### src/rtl/spi_slave_cfg.sv
// SPI slave, all four modes, any word width, either bit order.
// Separate TX/RX shifters; word handshake via request/first/din/dout.
//
// Ports:
//   clk_i, reset_i     local clock, synchronous active-high reset
//   select_i, mclk_i   chip select (active high) and SPI clock from master
//   mosi_i / miso_o    serial data in / out; miso_oe_o is the pad enable
//   din_i              next word to send, latched the clk after request_o
//   dout_o             last complete word received
//   request_o, first_o word request pulse; first_o marks transfer start
//   abort_o            select lost with a partial word received
module spi_slave_cfg #(
  parameter int WIDTH     = 8,
  parameter int CPOL      = 1,
  parameter int CPHA      = 1,
  parameter int LSB_FIRST = 0,
  parameter int SYNC      = 1
) (
  input  logic             clk_i,
  input  logic             reset_i,
  input  logic             select_i,
  input  logic             mclk_i,
  input  logic             mosi_i,
  output logic             miso_o,
  output logic             miso_oe_o,
  input  logic [WIDTH-1:0] din_i,
  output logic [WIDTH-1:0] dout_o,
  output logic             request_o,
  output logic             first_o,
  output logic             abort_o
);

  localparam int CW = $clog2(WIDTH + 1);
  localparam logic POL = (CPOL != 0);
  localparam logic [CW-1:0] LAST = CW'(WIDTH - 1);

  typedef enum logic [1:0] {IDLE, LOAD, SHIFT} state_t;

  logic sel_s, mclk_s, mosi_s;

  generate
    if (SYNC != 0) begin : g_sync
      logic [1:0] sel_q, mclk_q, mosi_q;
      always_ff @(posedge clk_i) begin
        if (reset_i) begin
          sel_q  <= 2'b00;
          mclk_q <= {2{POL}};
          mosi_q <= 2'b00;
        end else begin
          sel_q  <= {sel_q[0], select_i};
          mclk_q <= {mclk_q[0], mclk_i};
          mosi_q <= {mosi_q[0], mosi_i};
        end
      end
      assign sel_s  = sel_q[1];
      assign mclk_s = mclk_q[1];
      assign mosi_s = mosi_q[1];
    end else begin : g_raw
      assign sel_s  = select_i;
      assign mclk_s = mclk_i;
      assign mosi_s = mosi_i;
    end
  endgenerate

  state_t           state_q, state_d;
  logic [WIDTH-1:0] tx_q, tx_d;
  logic [WIDTH-1:0] rx_q, rx_d;
  logic [WIDTH-1:0] dout_q, dout_d;
  logic [CW-1:0]    cnt_q, cnt_d;
  logic             miso_q, miso_d;
  logic             oe_q, oe_d;
  logic             req_q, req_d;
  logic             first_q, first_d;
  logic             abort_q, abort_d;
  logic             mclk_prev_q;

  logic lead, trail, sample_e, shift_e;
  logic [WIDTH-1:0] rx_next;

  assign lead  = (mclk_prev_q == POL) && (mclk_s != POL);
  assign trail = (mclk_prev_q != POL) && (mclk_s == POL);
  assign sample_e = (CPHA == 0) ? lead : trail;
  assign shift_e  = (CPHA == 0) ? trail : lead;

  assign rx_next = (LSB_FIRST != 0) ? {mosi_s, rx_q[WIDTH-1:1]}
                                    : {rx_q[WIDTH-2:0], mosi_s};

  function automatic logic head(input logic [WIDTH-1:0] v);
    return (LSB_FIRST != 0) ? v[0] : v[WIDTH-1];
  endfunction

  function automatic logic [WIDTH-1:0] adv(input logic [WIDTH-1:0] v);
    return (LSB_FIRST != 0) ? (v >> 1) : (v << 1);
  endfunction

  always_ff @(posedge clk_i) begin
    if (reset_i) begin
      state_q     <= IDLE;
      tx_q        <= '0;
      rx_q        <= '0;
      dout_q      <= '0;
      cnt_q       <= '0;
      miso_q      <= 1'b0;
      oe_q        <= 1'b0;
      req_q       <= 1'b0;
      first_q     <= 1'b0;
      abort_q     <= 1'b0;
      mclk_prev_q <= POL;
    end else begin
      state_q     <= state_d;
      tx_q        <= tx_d;
      rx_q        <= rx_d;
      dout_q      <= dout_d;
      cnt_q       <= cnt_d;
      miso_q      <= miso_d;
      oe_q        <= oe_d;
      req_q       <= req_d;
      first_q     <= first_d;
      abort_q     <= abort_d;
      mclk_prev_q <= mclk_s;
    end
  end

  always_comb begin
    state_d = state_q;
    tx_d    = tx_q;
    rx_d    = rx_q;
    dout_d  = dout_q;
    cnt_d   = cnt_q;
    miso_d  = miso_q;
    oe_d    = sel_s;
    req_d   = 1'b0;
    first_d = 1'b0;
    abort_d = 1'b0;
    if (!sel_s) begin
      state_d = IDLE;
      abort_d = (state_q == SHIFT) && (cnt_q != '0);
    end else begin
      unique case (state_q)
        IDLE: begin
          req_d   = 1'b1;
          first_d = 1'b1;
          state_d = LOAD;
        end
        LOAD: begin
          cnt_d   = '0;
          state_d = SHIFT;
          // CPHA=0 must present the first bit before the first lead edge
          if (CPHA == 0) begin
            miso_d = head(din_i);
            tx_d   = adv(din_i);
          end else begin
            tx_d = din_i;
          end
        end
        SHIFT: begin
          // CPHA=0: a shift edge at count 0 is the previous word's trail
          if (shift_e && ((CPHA != 0) || (cnt_q != '0))) begin
            miso_d = head(tx_q);
            tx_d   = adv(tx_q);
          end
          if (sample_e) begin
            rx_d = rx_next;
            if (cnt_q == LAST) begin
              dout_d  = rx_next;
              req_d   = 1'b1;
              cnt_d   = '0;
              state_d = LOAD;
            end else begin
              cnt_d = cnt_q + CW'(1);
            end
          end
        end
        default: state_d = IDLE;
      endcase
    end
  end

  assign miso_o    = miso_q;
  assign miso_oe_o = oe_q;
  assign dout_o    = dout_q;
  assign request_o = req_q;
  assign first_o   = first_q;
  assign abort_o   = abort_q;

endmodule

### config.mk
export PLATFORM = sky130hd
export DESIGN_NAME = spi_slave_cfg
export DESIGN_NICKNAME = d
export VERILOG_FILES = /design/src/rtl/spi_slave_cfg.sv
export SDC_FILE = /design/constraint.sdc
export NUM_CORES = 1
export LEC_CHECK = 0
export BUFFER_PORTS_ARGS = -buffer_cell sky130_fd_sc_hd__buf_2
export CORE_AREA = 2 2 61 63
export DETAILED_ROUTE_END_ITERATION = 6
export DIE_AREA = 0 0 63 65
export PLACE_DENSITY = 0.78
export SYNTH_ARGS = -nofsm -noshare
export SYNTH_HDL_FRONTEND = slang
export SYNTH_SLANG_ARGS = --single-unit
### constraint.sdc
create_clock -name clk_i -period 2.49 [get_ports clk_i]
set_input_delay 0.1245 -clock clk_i [delete_from_list [all_inputs] [get_ports clk_i]]
set_output_delay 0.1245 -clock clk_i [all_outputs]
set_load 0.03 [all_outputs]
Word-level counts from Yosys, hierarchy flattened. Index checks and enable logic that the tools add are counted.

Output and inout bits: 13. Word-level logic and storage cells: 50. Register bits after elaboration: 41. Input bits: 13.

Eq/ne operators: 6. Bitwise gates (word level): 3. Muxes and demuxes: 12. Reduce and logical (&&, ||, !) cells: 14. Add/sub/neg operators: 1.

Operator list (number): $pmux W8 S2 (1); $reduce_and A3 Y1 (4); $mux W4 (2); $mux W8 (1); $pmux W4 S2 (1); $pmux W2 S3 (1); $add A4 B1 Y4 const B (1); $eq A4 B3 Y1 const B (1); $mux W2 (2); $ne A2 B2 Y1 const B (2); $reduce_and A4 Y1 (1); $reduce_bool A4 Y1 (1); $reduce_or A2 Y1 (2); $logic_and A1 B1 Y1 (3); $mux W1 (3); $not A1 Y1 (3); $eq A2 B1 Y1 const B (1); $eq A2 B2 Y1 const B (1); $logic_not A2 Y1 (1); $ne A2 B1 Y1 const B (1); $pmux W1 S2 (1); $reduce_and A2 Y1 (1); $reduce_bool A2 Y1 (1).

Longest topological paths before layout.
Depth after elaboration: 4. Depth in mapped cells: 5. Gate-level depth less buffers: 4.

Least setup slack after synthesis. No wires, ideal clock.

Path kind: flip-flop to flip-flop. Start point: register cnt_q[0]. End point: register dout_q[0], in the netlist dout_o[0]. Clock period less this slack: 1.355 ns. Cell stages (with the launch flop): 5. Path slack: 1.135 ns. Arrival: 1.283 ns. Required time: 2.418 ns. Cell sequence: dfxtp_1 -> ha_1 -> nand3b_4 -> nor3_4 -> mux2i_1.

Cells in the longest elaborated chain, start to end: 2.

RTL lines: start, declared (line 69) `logic [CW-1:0] cnt_q, cnt_d;`; start signal, assigned (line 114) `cnt_q <= cnt_d;`; $eq A4 B3 Y1 (line 164) `if (cnt_q == LAST) begin`; $reduce_and A4 Y1 (no source line); end signal, assigned (line 113) `dout_q <= dout_d;`; end, declared (line 68) `logic [WIDTH-1:0] dout_q, dout_d;`.

No other way between the ends. A chain may end at the register's enable or synchronous reset.

Worst setup path in the final report.
Start point: register state_q[1]. End point: register tx_q[5].

Cells in the longest elaborated chain, start to end: 3. Elaborated cells on any way between the ends: 6. Classes of those cells: eq/ne: 3; mux: 1; reduce/logical: 2.

RTL lines: start, declared (line 65) `state_t state_q, state_d;`; start signal, assigned (line 110) `state_q <= state_d;`; $eq A2 B2 Y1 / $eq A2 B1 Y1 (equally long branches) (line 139) `unique case (state_q)`; $ne A2 B2 Y1 (no source line) / $reduce_bool A2 Y1 (equally long branches); $reduce_and A3 Y1 (no source line); end signal, assigned (line 111) `tx_q <= tx_d;`; end, declared (line 66) `logic [WIDTH-1:0] tx_q, tx_d;`.

Several ways; a longest one is shown, not always the timed one.

==> run_results.csv <==
group,metric,value,unit
setup_path,r2r_start,"state_q[1]",
setup_path,r2r_end,"tx_q[5]",
power_and_ir_drop,sw_frac_of_total,0.219,
setup_path,worst-setup-path-type,"register to register",
yosys,ys_types,33,
cells_and_area,final_cells,263,
setup_path,r2r_slack,0.86,ns
timing,maxSlewViolCount,0,
global_routing,grt_pass1_wl,5.71,mm
setup_path,cp-end-kind,"register",
timing,setup_viol,0,
placement,port_buffers,25,
route,viasPerCell,5.31,
clock_tree,clk_pin_slew,0.13,ns
setup_path,r2r_cells,3,
timing,holdWs,0.0582,ns
clock_tree,insertion_delay,0.36,ns
setup_path,cpPeakStageDelay,0.56,ns
placement,routabilityCongestion,0.746,
route,postRouteAntennaNets,0,
global_routing,grt_max_degree,27,
cells_and_area,final_cell_mix,"41 x dfxtp_1, 25 x buf_2, 20 x nand2b_1",
timing,tns,0,ns
floorplan,die_w,63,um
placement,dp_hpwl,2.12,mm
placement,place_area,1970,um^2
global_routing,grt_pass1_vias,1251,
clock_tree,root_buffer,"clkbuf_4",
cells_and_area,drive_above_1_share,0.228,
floorplan,dieArea,4100,um^2
min_path,min-delay-start,"din_i[0]",
route,wl_per_cell,12.8,um
status,status,"completed",
global_routing,grt_overflow,0,
timing,min_period,1.63,ns
route,routed_wl,3.35,mm
timing,rsz0062_at_grt,"false",
clock_tree,clock-sinks,41,
yosys,yosys.area.top_type,"dfxtp_1",
setup_path,required,2.76,ns
power_and_ir_drop,comb_power_share,0.054,
setup_path,crit_chain,"nand4bb_1 > a21bo_4 > a221oi_2",
cells_and_area,finalInstanceArea,2080,um^2
yosys,syn_area,1830,um^2
yosys,avgSynthCellArea,9.58,um^2
power_and_ir_drop,p_int,936,uW
timing,slew_headroom,0.563,
cells_and_area,antenna_cells,0,
clock_tree,hold_buffers,3,
clock_tree,cts_buffers,5,
yosys,synth_area_leaders,"dfxtp_1 45%, nand2b_1 6.8%, a221oi_2 5.7%",
cells_and_area,final_common_cell,"dfxtp_1",
setup_path,worstSetupStartpointType,"register",
setup_path,cp_slowest_cell,"dfxtp_1",
min_path,hold_end,"tx_q[0]",
timing,worst_pin_slew,0.654,ns
global_routing,grt_usage,0.181,
placement,dp_cells,252,
min_path,hold_path_depth,3,
route,first_pass_iters,4,
floorplan,rows,22,
floorplan,ios,26,
setup_path,crit_fanout,10,
route,vias,1397,
timing,max_freq,614,MHz
power_and_ir_drop,irDropWorstVdd,0.259,mV
setup_path,arrival,1.90,ns
cells_and_area,area_growth,13.8,%
timing,finClkSkew,0.0177,ns
cells_and_area,nets,229,
power_and_ir_drop,pwr-share-seq,0.564,
power_and_ir_drop,leakage,0.796,nW
clock_tree,post_cts_buffers,0,
power_and_ir_drop,p_clk_frac,0.383,
floorplan,dieHeight,65,um
yosys,ys_warn_count,0,
yosys,syn_inst,191,
yosys,synth_top_cell_area_share,0.448,
global_routing,antenna_found_initial,0,
clock_tree,clockBufferDepth,2,
clock_tree,htree_levels,2,
route,dr.first_iter.drc_count,109,
clock_tree,cts_resized,0,
yosys,yosysSeqAreaShare,0.448,
power_and_ir_drop,powerDensity,575,nW/um^2
clock_tree,cts_tree,"built",
run,maxCapViolations,0,
timing,finalHoldViolCount,0,
route,drc,0,
power_and_ir_drop,power.net_switching,262,uW
yosys,ys_ff_latch,41,
floorplan,core,3500,um^2
min_path,holdCritPathClass,"primary input to register",
timing,post-route-period-util,0.654,
yosys,synth_nets,206,
floorplan,start_util,0.524,
[metrics by stage]
step,util,total power [mW],setup WS [ns]
after floorplan,-,0.732,1.14
after global placement,0.563,0.750,0.948
after detailed placement,0.563,0.750,0.891
after CTS,0.596,1.20,0.863
after global routing,0.596,1.24,0.714
final,0.596,1.20,0.861
[worst max-delay path: cells and delay by family, from the launching register on]
kind,cells,cell delay (ns)
compound gates,2,0.64
flops,1,0.56
simple gates,1,0.36
[synthesized netlist by cell type]
cell type,instances
a211oi_1,1
a21bo_4,1
a21boi_0,7
a21oi_1,13
a221oi_2,7
a31oi_1,3
and3b_1,1
buf_2,8
buf_4,1
clkbuf_1,6
dfxtp_1,41
ha_1,2
inv_1,11
mux2i_1,8
nand2_1,2
nand2b_1,20
nand3_1,11
nand3b_1,2
nand3b_4,2
nand4b_1,1
nand4bb_1,2
nor2_1,2
nor2b_1,9
nor3_1,4
nor3_4,1
o2111ai_1,1
o211ai_1,1
o21a_1,1
o21ai_0,16
o32ai_1,1
or2_2,3
or3_1,1
or4_1,1
[routing by layer]
metal  GRT usage  share of wire  routed length, um  vias up
li1            -              -                  -      711
met1       0.245           0.50               1670      652
met2       0.267           0.44               1480       28
met3      0.0590          0.043                145        6
met4      0.0722          0.017                 57        0
met5           0              0                  0        -
[power groups by stage]
stage	logic [mW]	clock network (mW)	registers (mW)
floorplan	0.0414	0	0.691
global placement	0.0602	0	0.689
detailed placement	0.0604	0	0.690
CTS	0.0640	0.462	0.675
global route	0.0710	0.496	0.677
finish	0.0642	0.459	0.675
[flip-flops by register name (all words and copies together), names as in the netlist]
| name | cells |
|---|---|
| abort_o | 1 |
| cnt_q | 4 |
| dout_o | 8 |
| first_o | 1 |
| g_sync.mclk_q | 2 |
| g_sync.mosi_q | 2 |
| g_sync.sel_q | 2 |
| mclk_prev_q | 1 |
| miso_o | 1 |
| miso_oe_o | 1 |
| request_o | 1 |
| rx_q | 7 |
| state_q | 2 |
| tx_q | 8 |
[cell families after synthesis]
family                   share of synthesized area
AO/OA/AOI/OAI                                0.206
flip-flops                                   0.448
multiplexers                                0.0437
adder cells (fa/ha/maj)                     0.0137
AND/OR/NAND/NOR                              0.227
buffers and inverters                       0.0608
[how the worst max path moves through the flow]
| stage | startpoint | end | slack (ns) | depth (start not counted) |
|---|---|---|---|---|
| final | state_q[1] | tx_q[5] | 0.86 | 3 |
| after global routing | state_q[1] | tx_q[7] | 0.71 | 3 |
| after CTS | state_q[1] | tx_q[5] | 0.86 | 3 |
| after detailed placement | state_q[1] | tx_q[4] | 0.89 | 3 |
| after global placement | mclk_prev_q | dout_o[1] | 0.95 | 3 |
| after floorplan | cnt_q[0] | dout_o[0] | 1.14 | 4 |
[final cells by class]
class / instances / area [um^2]
repair buffers: 31 / 178
clock inverters: 1 / 30.0
clock buffers: 7 / 55.1
multi-input cells: 124 / 898
flip-flops and latches: 41 / 821
fillers: 318 / 1410
inverters: 11 / 41.3
well taps: 48 / 60.1
Power figures use the tool's default switching activity.
